===== src/rtl/fpu_gen_pkg.sv =====
// Shared types and helpers for the parametrised floating-point add/subtract unit.
// FSM state encoding, one-hot status bit positions, width/bias helpers.
package fpu_gen_pkg;

    typedef enum logic [2:0] {
        S_IDLE,
        S_ALIGN,
        S_ADD,
        S_NORM,
        S_ROUND,
        S_DONE
    } state_e;

    localparam int ST_EXACT   = 0;
    localparam int ST_OVF     = 1;
    localparam int ST_UNF     = 2;
    localparam int ST_INEXACT = 3;

    function automatic int exp_bias(input int exp_w);
        return (1 << (exp_w - 1)) - 1;
    endfunction

    function automatic int word_width(input int exp_w, input int man_w);
        return 1 + exp_w + man_w;
    endfunction

endpackage


===== src/rtl/fpu_gen_round.sv =====
// Combinational rounding, overflow/underflow detection, packing and status.
// Truncation by default; round-to-nearest-even when FPU_ROUND_NEAREST_EN is defined.
module fpu_gen_round
    import fpu_gen_pkg::*;
#(
    parameter int EXP_W = 6,
    parameter int MAN_W = 25
) (
    input  logic                   sign_in,
    input  logic [EXP_W:0]         exp_in,
    input  logic [MAN_W+2:0]       mant_in,
    input  logic                   zero_in,
    input  logic                   unf_in,
    output logic [EXP_W+MAN_W:0]   data_out,
    output logic [3:0]             status_out
);

    logic [MAN_W-1:0] man;
    logic [2:0]       grs;
    logic             inexact;
    logic             up;
    logic [MAN_W:0]   man_sum;
    logic [EXP_W:0]   exp_r;

    assign man     = mant_in[MAN_W+2:3];
    assign grs     = mant_in[2:0];
    assign inexact = |grs;

`ifdef FPU_ROUND_NEAREST_EN
    assign up = grs[2] & (grs[1] | grs[0] | man[0]);
`else
    assign up = 1'b0;
`endif

    // A carry out of the stored mantissa means 1.11..1 rounded to 10.0: bump exp.
    assign man_sum = {1'b0, man} + {{MAN_W{1'b0}}, up};
    assign exp_r   = exp_in + {{EXP_W{1'b0}}, man_sum[MAN_W]};

    always_comb begin
        data_out   = '0;
        status_out = '0;
        if (zero_in) begin
            status_out[ST_EXACT] = 1'b1;
        end else if (unf_in) begin
            data_out           = {sign_in, {(EXP_W + MAN_W){1'b0}}};
            status_out[ST_UNF] = 1'b1;
        end else if (exp_r[EXP_W]) begin
            data_out           = {sign_in, {EXP_W{1'b1}}, {MAN_W{1'b1}}};
            status_out[ST_OVF] = 1'b1;
        end else begin
            data_out = {sign_in, exp_r[EXP_W-1:0], man_sum[MAN_W-1:0]};
            if (inexact) begin
                status_out[ST_INEXACT] = 1'b1;
            end else begin
                status_out[ST_EXACT] = 1'b1;
            end
        end
    end

endmodule


===== src/rtl/fpu_gen.sv =====
// Multi-cycle floating-point add/subtract, one operation in flight; optional macro FPU_ROUND_NEAREST_EN.
// Latency 4 + align shifts + norm left shifts; in_ready only in IDLE, result held until out_ready.
module fpu_gen
    import fpu_gen_pkg::*;
#(
    parameter int EXP_W = 6,
    parameter int MAN_W = 25
) (
    input  logic                   clock100KHz,
    input  logic                   reset,
    input  logic [EXP_W+MAN_W:0]   op_A_in,
    input  logic [EXP_W+MAN_W:0]   op_B_in,
    input  logic                   op_sub,
    input  logic                   in_valid,
    output logic                   in_ready,
    output logic [EXP_W+MAN_W:0]   data_out,
    output logic [3:0]             status_out,
    output logic                   out_valid,
    input  logic                   out_ready
);

    localparam int W        = word_width(EXP_W, MAN_W);
    localparam int DW       = MAN_W + 4;   // hidden + stored mantissa + guard/round/sticky
    localparam int EW       = EXP_W + 1;   // one spare bit to catch exponent overflow
    localparam int COLLAPSE = MAN_W + 2;

    state_e           state_q, state_d;
    logic             sign_big_q, sign_big_d, sign_sml_q, sign_sml_d;
    logic [EW-1:0]    exp_q, exp_d;
    logic [EXP_W-1:0] diff_q, diff_d;
    logic [DW-1:0]    big_q, big_d, sml_q, sml_d;
    logic [DW:0]      sum_q, sum_d;
    logic             res_sign_q, res_sign_d;
    logic             zero_q, zero_d, unf_q, unf_d;
    logic [W-1:0]     data_q, data_d;
    logic [3:0]       status_q, status_d;

    logic             a_sign, b_sign;
    logic [EXP_W-1:0] a_exp, b_exp;
    logic [DW-1:0]    a_mant, b_mant;
    logic [W-1:0]     rnd_data;
    logic [3:0]       rnd_status;

    assign a_sign = op_A_in[W-1];
    assign b_sign = op_B_in[W-1] ^ op_sub;
    assign a_exp  = op_A_in[W-2 -: EXP_W];
    assign b_exp  = op_B_in[W-2 -: EXP_W];
    assign a_mant = (a_exp == '0) ? '0 : {1'b1, op_A_in[MAN_W-1:0], 3'b000};
    assign b_mant = (b_exp == '0) ? '0 : {1'b1, op_B_in[MAN_W-1:0], 3'b000};

    fpu_gen_round #(
        .EXP_W(EXP_W),
        .MAN_W(MAN_W)
    ) u_round (
        .sign_in   (res_sign_q),
        .exp_in    (exp_q),
        .mant_in   (sum_q[DW-2:0]),
        .zero_in   (zero_q),
        .unf_in    (unf_q),
        .data_out  (rnd_data),
        .status_out(rnd_status)
    );

    always_comb begin
        state_d    = state_q;
        sign_big_d = sign_big_q;
        sign_sml_d = sign_sml_q;
        exp_d      = exp_q;
        diff_d     = diff_q;
        big_d      = big_q;
        sml_d      = sml_q;
        sum_d      = sum_q;
        res_sign_d = res_sign_q;
        zero_d     = zero_q;
        unf_d      = unf_q;
        data_d     = data_q;
        status_d   = status_q;

        case (state_q)
            S_IDLE: begin
                if (in_valid) begin
                    if (a_exp >= b_exp) begin
                        sign_big_d = a_sign;
                        sign_sml_d = b_sign;
                        exp_d      = {1'b0, a_exp};
                        diff_d     = a_exp - b_exp;
                        big_d      = a_mant;
                        sml_d      = b_mant;
                    end else begin
                        sign_big_d = b_sign;
                        sign_sml_d = a_sign;
                        exp_d      = {1'b0, b_exp};
                        diff_d     = b_exp - a_exp;
                        big_d      = b_mant;
                        sml_d      = a_mant;
                    end
                    state_d = S_ALIGN;
                end
            end
            S_ALIGN: begin
                if (diff_q == '0) begin
                    state_d = S_ADD;
                end else if (int'(diff_q) > COLLAPSE) begin
                    // Every bit would fall below sticky anyway: skip the shifting.
                    sml_d   = {{(DW-1){1'b0}}, |sml_q};
                    diff_d  = '0;
                    state_d = S_ADD;
                end else begin
                    sml_d  = {1'b0, sml_q[DW-1:2], |sml_q[1:0]};
                    diff_d = diff_q - EXP_W'(1);
                end
            end
            S_ADD: begin
                zero_d = 1'b0;
                unf_d  = 1'b0;
                if (sign_big_q == sign_sml_q) begin
                    sum_d      = {1'b0, big_q} + {1'b0, sml_q};
                    res_sign_d = sign_big_q;
                end else if (big_q >= sml_q) begin
                    sum_d      = {1'b0, big_q - sml_q};
                    res_sign_d = sign_big_q;
                end else begin
                    sum_d      = {1'b0, sml_q - big_q};
                    res_sign_d = sign_sml_q;
                end
                state_d = S_NORM;
            end
            S_NORM: begin
                state_d = S_ROUND;
                if (sum_q[DW]) begin
                    sum_d = {1'b0, sum_q[DW:2], |sum_q[1:0]};
                    exp_d = exp_q + EW'(1);
                end else if (sum_q == '0) begin
                    zero_d = 1'b1;
                end else if (!sum_q[DW-1]) begin
                    if (exp_q <= EW'(1)) begin
                        unf_d = 1'b1;
                    end else begin
                        sum_d   = {sum_q[DW-1:0], 1'b0};
                        exp_d   = exp_q - EW'(1);
                        state_d = S_NORM;
                    end
                end
            end
            S_ROUND: begin
                data_d   = rnd_data;
                status_d = rnd_status;
                state_d  = S_DONE;
            end
            S_DONE: begin
                if (out_ready) begin
                    state_d = S_IDLE;
                end
            end
            default: state_d = S_IDLE;
        endcase
    end

    always_ff @(posedge clock100KHz or posedge reset) begin
        if (reset) begin
            state_q    <= S_IDLE;
            sign_big_q <= 1'b0;
            sign_sml_q <= 1'b0;
            exp_q      <= '0;
            diff_q     <= '0;
            big_q      <= '0;
            sml_q      <= '0;
            sum_q      <= '0;
            res_sign_q <= 1'b0;
            zero_q     <= 1'b0;
            unf_q      <= 1'b0;
            data_q     <= '0;
            status_q   <= '0;
        end else begin
            state_q    <= state_d;
            sign_big_q <= sign_big_d;
            sign_sml_q <= sign_sml_d;
            exp_q      <= exp_d;
            diff_q     <= diff_d;
            big_q      <= big_d;
            sml_q      <= sml_d;
            sum_q      <= sum_d;
            res_sign_q <= res_sign_d;
            zero_q     <= zero_d;
            unf_q      <= unf_d;
            data_q     <= data_d;
            status_q   <= status_d;
        end
    end

    assign data_out   = data_q;
    assign status_out = status_q;
    assign out_valid  = (state_q == S_DONE);
    assign in_ready   = (state_q == S_IDLE);

endmodule


===== config.mk =====
export PLATFORM = sky130hd
export DESIGN_NAME = fpu_gen
export DESIGN_NICKNAME = d
export VERILOG_FILES = /design/src/rtl/fpu_gen_pkg.sv /design/src/rtl/fpu_gen_round.sv /design/src/rtl/fpu_gen.sv
export SDC_FILE = /design/constraint.sdc
export NUM_CORES = 1
export LEC_CHECK = 0
export CORE_MARGIN = 10
export CORE_UTILIZATION = 55
export CTS_CLUSTER_DIAMETER = 100
export CTS_CLUSTER_SIZE = 20
export DETAILED_ROUTE_END_ITERATION = 12
export GPL_TIMING_DRIVEN = 1
export PLACE_DENSITY = 0.76
export SLEW_MARGIN = 20
export SYNTH_ARGS = -nofsm -noshare
export SYNTH_HDL_FRONTEND = slang
export SYNTH_SLANG_ARGS = --single-unit

===== constraint.sdc =====
create_clock -name clock100KHz -period 6.8 [get_ports clock100KHz]
set_input_delay 1.36 -clock clock100KHz [delete_from_list [all_inputs] [get_ports clock100KHz]]
set_output_delay 1.36 -clock clock100KHz [all_outputs]
set_load 0.05 [all_outputs]

== Word-level counts from Yosys, hierarchy flattened ==
Index checks and enable logic that the tools add are counted.

* Add/subtract/negate cells: 8
* Order comparisons: 4
* Equal/unequal tests: 18
* Muxes and demuxes: 61
* Bitwise gates (word level): 1
* Reductions and logical operators: 20

{| class="wikitable"
|+ Operators with widths
! cell !! number
|-
| two-way mux 29 bit || 11
|-
| two-way mux 31 bit || 2
|-
| case mux 30 bit (2 select lines) || 1
|-
| case mux 29 bit (2 select lines) || 1
|-
| subtractor 29 bit || 2
|-
| two-way mux 7 bit || 5
|-
| two-way mux 32 bit || 1
|-
| adder 29 x 29 -> 30 bit || 1
|-
| zero test 30 bit || 1
|-
| two-way mux 30 bit || 1
|-
| two-way mux 6 bit || 5
|-
| >= comparator 29 bit || 1
|-
| OR reduction 29 bit || 1
|-
| two-way mux 28 bit || 1
|-
| two-way mux 3 bit || 9
|-
| zero test 6 bit || 3
|-
| two-way mux 1 bit || 18
|-
| case mux 3 bit (6 select lines) || 1
|-
| != test 2 bit, second input constant || 7
|-
| case mux 7 bit (2 select lines) || 1
|-
| != test 3 bit, second input constant || 4
|-
| case mux 6 bit (2 select lines) || 1
|-
| subtractor 6 bit || 2
|-
| AND reduction 5 bit || 2
|-
| other kinds (21) || 30
|}

* Register bits: 145
* Input bits: 69
* Output and inout port bits: 38
* Word-level logic and storage cells: 127

== Logic depth before layout (Yosys ltp) ==
Gate-level depths: netlist of the first run.

* Word-level depth: 6
* Mapped depth: 14

== Modules after synthesis ==
From an unflattened synthesis of the first run, not the netlist that was laid out.

* Cells, all modules: 1,529
* Area total of the unflattened synthesis: 12,409.4 um^2

{| class="wikitable"
|+ By module, submodules not included
! module !! instances !! cells an instance !! area each (um^2) !! sequential area each (um^2)
|-
| fpu_gen || 1 || 1,483 || 12,044.1 || 3,553.4
|-
| fpu_gen_round || 1 || 46 || 365.4 || 0.0
|}

== Worst setup path after synthesis of the first run ==
No wires, ideal clock.

* Path kind: input -> register
* From: in op_A_in[25]
* To: reg diff_q[1]
* Data arrival time: 3.685 ns
* Data required time: 6.668 ns
* Setup slack: 2.983 ns
* Cell stages on the path: 12
* Path buffers: 3
* Cells stage by stage: inv_1 -> ha_1 -> fa_1 -> nor2b_1 -> o21ai_0 -> a31oi_1 -> clkbuf_1 -> clkbuf_1 -> clkbuf_1 -> mux2i_1 -> a211oi_1 -> a21oi_1

* Word-level cells in the longest chain between the ends: 4

{| class="wikitable"
|+ RTL lines
! item !! line !! source
|-
| from (decl) || fpu_gen.sv:11 || <nowiki>input logic [EXP_W+MAN_W:0] op_A_in,</nowiki>
|-
| subtractor 6 bit, or another cell as far along || fpu_gen.sv:93 || <nowiki>diff_d = b_exp - a_exp;</nowiki>
|-
| two-way mux 6 bit (*) || fpu_gen.sv:82 || <nowiki>if (a_exp >= b_exp) begin</nowiki>
|-
| two-way mux 6 bit (*) || fpu_gen.sv:81 || <nowiki>if (in_valid) begin</nowiki>
|-
| case mux 6 bit (2 select lines) (*) || fpu_gen.sv:79 || <nowiki>case (state_q)</nowiki>
|-
| to (signal assigned) || fpu_gen.sv:179 || <nowiki>diff_q <= diff_d;</nowiki>
|-
| to (decl) || fpu_gen.sv:30 || <nowiki>logic [EXP_W-1:0] diff_q, diff_d;</nowiki>
|}

Every way passes the cells marked *; elsewhere a longest branch is shown, timed or not. The select of a mux whose other input is x is not followed.
A chain may end at the register's enable or synchronous reset.

== Final worst setup path of the first run ==
* From: in op_A_in[25]
* To: reg diff_q[5]

Same word-level chain as after synthesis.

==> results of run 1 <==
per-layer routing:
| layer | global-route usage (%) | part of all wire (%) |
|---|---|---|
| met1 | 39.5 | 47 |
| met2 | 39.6 | 42 |
| met3 | 5.07 | 8.4 |
| met4 | 8.96 | 2.6 |
| met5 | 0 | 0 |
sequential cells by signal (all words and copies together) (netlist names):
register	count
sml_q	29
sum_q	30
data_out	32
unf_q	1
big_q	26
status_out	4
res_sign_q	1
diff_q	6
zero_q	1
sign_big_q	1
sign_sml_q	1
state_q	3
exp_q	7
per-stage QoR:
| stage | area, um^2 | utilization (%) | hold slack (ns) | setup WS (ns) |
|---|---|---|---|---|
| 6_report | 14100 | 64.2 | 0.474 | 2.10 |
| 5_1_grt | 14100 | 64.2 | 0.508 | 1.87 |
| 4_1_cts | 14100 | 64.2 | 0.484 | 2.18 |
| 3_5_place_dp | 13600 | 61.6 | 0.469 | 1.76 |
| 3_3_place_gp | 13600 | 61.6 | 0.461 | 1.84 |
| 2_1_floorplan | 12400 | - | 0.484 | 1.63 |
critical path, stage by stage:
cell             delay (ns)
clkdlybuf4s50_1        0.51
inv_1                  0.08
ha_1                   0.23
fa_1                   0.41
nor2b_1                0.11
o21ai_0                0.16
a31oi_4                0.86
mux2i_1                0.19
a221o_1                0.33
a21oi_1                0.28
o21ai_0                0.19
mux2i_1                0.19
o211ai_1               0.11
layout by cell type (no fill, tap or decap), types with 18 or more instances in the layout:
| cell type | instances |
|---|---|
| dfrtp_1 | 142 |
| nor4_1 | 25 |
| nor3_1 | 46 |
| a31oi_1 | 21 |
| mux2i_1 | 21 |
| nor2_1 | 136 |
| nand3_1 | 54 |
| ha_1 | 101 |
| a311oi_1 | 26 |
| o21ai_1 | 18 |
| a221oi_1 | 36 |
| xnor2_1 | 23 |
| clkdlybuf4s50_1 | 106 |
| nand2_1 | 167 |
| a211oi_1 | 18 |
| nand4_1 | 22 |
| a21oi_1 | 170 |
| o21ai_0 | 155 |
| inv_1 | 100 |
cell type report:
type                            instances  area [um^2]
Tap cell                              280          350
Sequential cell                       142         3550
Clock buffer                           18          439
Fill cell                            1968         7880
Clock inverter                         14          120
Multi-Input combinational cell       1273         8090
Timing Repair Buffer                  123         1200
Inverter                              103          392
cells by family after synthesis:
group                    after synthesis
AO/OA/AOI/OAI                        586
flip-flops                           142
AND/OR/NAND/NOR                      525
buffers and inverters                222
adder cells (fa/ha/maj)              105
XOR/XNOR                              32
multiplexers                          25
worst max path at each step:
stage,slack (ns),cells past startpoint,startpoint,end
after CTS,2.18,13,op_A_in[25],diff_q[5]
final,2.10,13,op_A_in[25],diff_q[5]
after floorplan,1.63,1,reset,big_q[10]
after global placement,1.84,13,op_A_in[25],diff_q[5]
after global routing,1.87,13,op_A_in[25],diff_q[5]
after detailed placement,1.76,13,op_A_in[25],diff_q[5]
==> results.yml, run 1 <==
run_status:
  status: "finished clean"
placement:
  io_buffers: 106
  hpwl_um: 30900
  dpl.cell_count: 1921
  globalplace.congestion: 0.998
synth:
  synth_top_area_share_pct: 28.6
  ys_seq_area_share_pct: 28.6
  synthTopCellsByCount: "170 x a21oi_1, 170 x nand2_1, 155 x o21ai_0, 142 x dfrtp_1, 137 x nor2_1"
  synth.distinct_cells: 81
  yosys-top-cells-area: "dfrtp_1 29%, ha_1 10%, a21oi_1 6.8%, o21ai_0 6.2%, nand2_1 5.1%"
  synth-edff-count: 0
  synth.largest_area_cell: "dfrtp_1"
  synthAdderAreaFrac_pct: 10.8
  ys.flop_type: "dfrtp_1"
  synth_top_family_by_area: "compound AO/OA/AOI/OAI gates"
  ys_seq_elements: 142
  synth-xor-area-share_pct: 2.25
  yosys_warnings: 0
  synth-compound-area-share_pct: 29.7
  netlist_instances: 1637
  synth_mux_area_share_pct: 2.05
  synth_area_um2: 12400
  synth_fp_nets: 1811
  yosys.area_share.simple_pct: 19.8
  avgSynthCellArea_um2: 7.60
  synthArstFlopShare_pct: 100
cts:
  cts.path.max_buffers: 2
  cts_setup_buffers: 0
  cts-root-buf: "clkbuf_16"
  numCtsBuffers: 17
  ctsResizeCount: 0
  cts_hold_buf: 0
  clkLatencyLatePin_ns: 0.44
  htreeDepth: 4
  tritoncts: "done"
  numClockSinks: 142
  clk_pin_slew_ns: 0.07
final_layout:
  drive_gt1_share_pct: 4.96
  stdcell_count: 1953
  area_growth_pct: 13.7
  nets: 1834
  antenna_cells: 0
timing:
  worstMarginPinSlew_ns: 1.01
  timing.setup.tns_ns: 0
  fmax_mhz: 213
  finalSetupViolations: 0
  finalMaxSlewViolations: 0
  hold_viol: 0
  min_period_ns: 4.70
  slew_headroom_pct: 32.1
  period_share_pct: 69.1
  skew_ns: 0.0127
  grt_setup_unrepaired: "false"
global_routing:
  globalRouteTotalUtil_pct: 27.2
  grt_max_degree: 94
  grt_pass1_vias: 11500
  antenna_found_initial: 0
  overflow: 0
  grt_pass1_wl_um: 63700
route:
  viasPerCell: 6.46
  wire_per_inst_um: 20.6
  wl_um: 40100
  dr.first_iter.drc_count: 1328
  ant_nets: 0
  dr.pass1.iters: 6
  vias: 12600
  drc: 0
worst_setup_path:
  cp-start-kind: "input pin"
  required_ns: 7.10
  path_class: "in -> reg"
  r2r_cells: 12
  r2r_slack_ns: 2.44
  crit_path_max_fanout: 37
  worstPathArrival_ns: 5.00
  rr_endpoint: "sum_q[25]"
  end_kind: "register"
  regToRegStartpoint: "big_q[24]"
min_path:
  hold_path.class: "reg -> reg"
  hold_end: "data_out[12]"
  hold_depth: 2
  holdCritStartpoint: "data_out[12]"
floorplanning:
  pin_count: 107
  initial_utilization_pct: 56.5
  die_h_um: 170
  die_width_um: 170
  rows: 54
  coreArea_um2: 22000
  dieArea_um2: 29000
job:
  cap_violations: 0
Power of run 1 is left out: the tool's default activity adds up to more than one toggle a clock period on the data nets, which glitch-free logic cannot reach.
==> run 2, diff against run 1 <==
Settings changed: CORE_UTILIZATION 55 to 54, PLACE_DENSITY 0.76 to 0.78.
Clock period 6.8 ns to 3.8 ns, I/O delays scaled along.
==> results.yml, run 2 (same netlist as run 1, synthesis figures left out) <==
timing:
  fmax_mhz: 274
  worstMarginPinSlew_ns: 0.766
  grt_setup_unrepaired: "true"
  slew_headroom_pct: 48.9
  skew_ns: 0.00794
  finalMaxSlewViolations: 0
  timing.hold.ws_ns: 0.475
  hold_viol: 0
  min_period_ns: 3.65
  finalSetupViolations: 0
  period_share_pct: 96.1
route:
  vias: 12900
  drc: 0
  dr.first_iter.drc_count: 1413
  viasPerCell: 6.31
  wire_per_inst_um: 19.9
  dr.pass1.iters: 6
  ant_nets: 0
  wl_um: 40500
min_path:
  holdCritStartpoint: "status_out[2]"
  hold_path.class: "reg -> reg"
final_layout:
  stdcell_count: 2038
  antenna_cells: 0
  final_cell_mix: "170 x a21oi_1, 168 x nand2_1, 155 x o21ai_0, 142 x dfrtp_1, 136 x nor2_1"
  largest_register_ffs: 32
  fin_util_pct: 65.4
  nFillCells: 1983
  drive_gt1_share_pct: 9.30
  area_growth_pct: 19.1
  nets: 1914
  final_common_cell: "a21oi_1"
floorplanning:
  rows: 55
  initial_utilization_pct: 54.9
  die_h_um: 172
  dieArea_um2: 29500
  pin_count: 107
  coreArea_um2: 22600
  die_width_um: 172
worst_setup_path:
  slowest_stage: "o311ai_1"
  regToRegStartpoint: "sml_q[4]"
  critPathMaxStageDelay_ns: 0.48
  cp-start-kind: "register"
  end_kind: "register"
  path_class: "reg -> reg"
  crit_path_start: "sml_q[4]"
  critPathMostFrequentCell: "a21oi_1"
  worstPathArrival_ns: 3.96
  crit_path_max_fanout: 5
  required_ns: 4.11
  crit_chain: "inv_1 > fa_1 > nor2_1 > o221ai_1 > a31oi_1 > a21oi_1 > o311ai_1 > a21oi_1 > a211o_1 > a221oi_1 > o21ai_1"
global_routing:
  antenna_found_initial: 0
  overflow: 0
  grt_pass1_vias: 12000
  grt_pass1_wl_um: 64600
  grt_max_degree: 143
  globalRouteTotalUtil_pct: 27.2
cts:
  htreeDepth: 4
  clk_pin_slew_ns: 0.07
  tritoncts: "done"
  numCtsBuffers: 17
  cts.path.max_buffers: 2
  numClockSinks: 142
  cts-root-buf: "clkbuf_16"
  clkLatencyLatePin_ns: 0.43
placement:
  hpwl_um: 31400
  dpl.cell_count: 2006
  globalplace.congestion: 0.992
  io_buffers: 106
run_status:
  status: "finished clean"
job:
  cap_violations: 0
## run 2: layer usage
layer / track usage (%) / vias to the layer above / share of wire (%)
met5: 0 / - / 0
met1: 39.7 / 6075 / 47
met2: 39.8 / 571 / 42
met4: 9.86 / 0 / 2.7
met3: 4.06 / 54 / 7.8
li1: - / 6155 / -
## run 2: per-stage QoR
stage	setup slack [ns]	setup TNS (ns)	instance area, um^2
after floorplan	0.465	0	12400
after global placement	0.0602	0	14200
after detailed placement	0.0180	0	14200
after CTS	0.172	0	14800
after global routing	-0.0260	-0.0260	14800
final	0.146	0	14800
## run 2: area by class of cell
cell class	count	area [um^2]	share of cell area, %
repair buffers	203	1850	12.5
well taps	285	357	2.41
flip-flops and latches	142	3550	24.0
clock buffers	18	429	2.90
inverters	103	390	2.63
multi-input cells	1273	8100	54.6
clock inverters	14	141	0.954
## run 2: timing repair
action | in CTS | in global routing
hold buffers | 0 | 0
resized for setup | 0 | 3
endpoints found under the setup margin | 0 | 3
hold endpoints to repair | 0 | 0
setup buffers | 0 | 0
## run 2: path summary, 6_finish.rpt
| kind | endpoint | slack (ns) | cells past startpoint |
|---|---|---|---|
| min reg2reg | status_out[2] | 0.47 | 2 |
| max in group asynchronous | diff_q[4] | 2.34 | 3 |
| max | sum_q[25] | 0.15 | 11 |
| max reg2reg | sum_q[25] | 0.15 | 11 |
| min | status_out[2] | 0.47 | 2 |
| min in group asynchronous | sum_q[3] | 0.90 | 3 |
## run 2: critical path: cells and delay by family, from the launching register on
kind	cells	cell delay, ns
AOI/OAI and AO/OA	8	2.29
adders and majority gates	1	0.46
buffers and inverters	1	0.18
DFF	1	0.45
and+or+nand+nor	1	0.14
Power of run 2 is left out for the same reason.
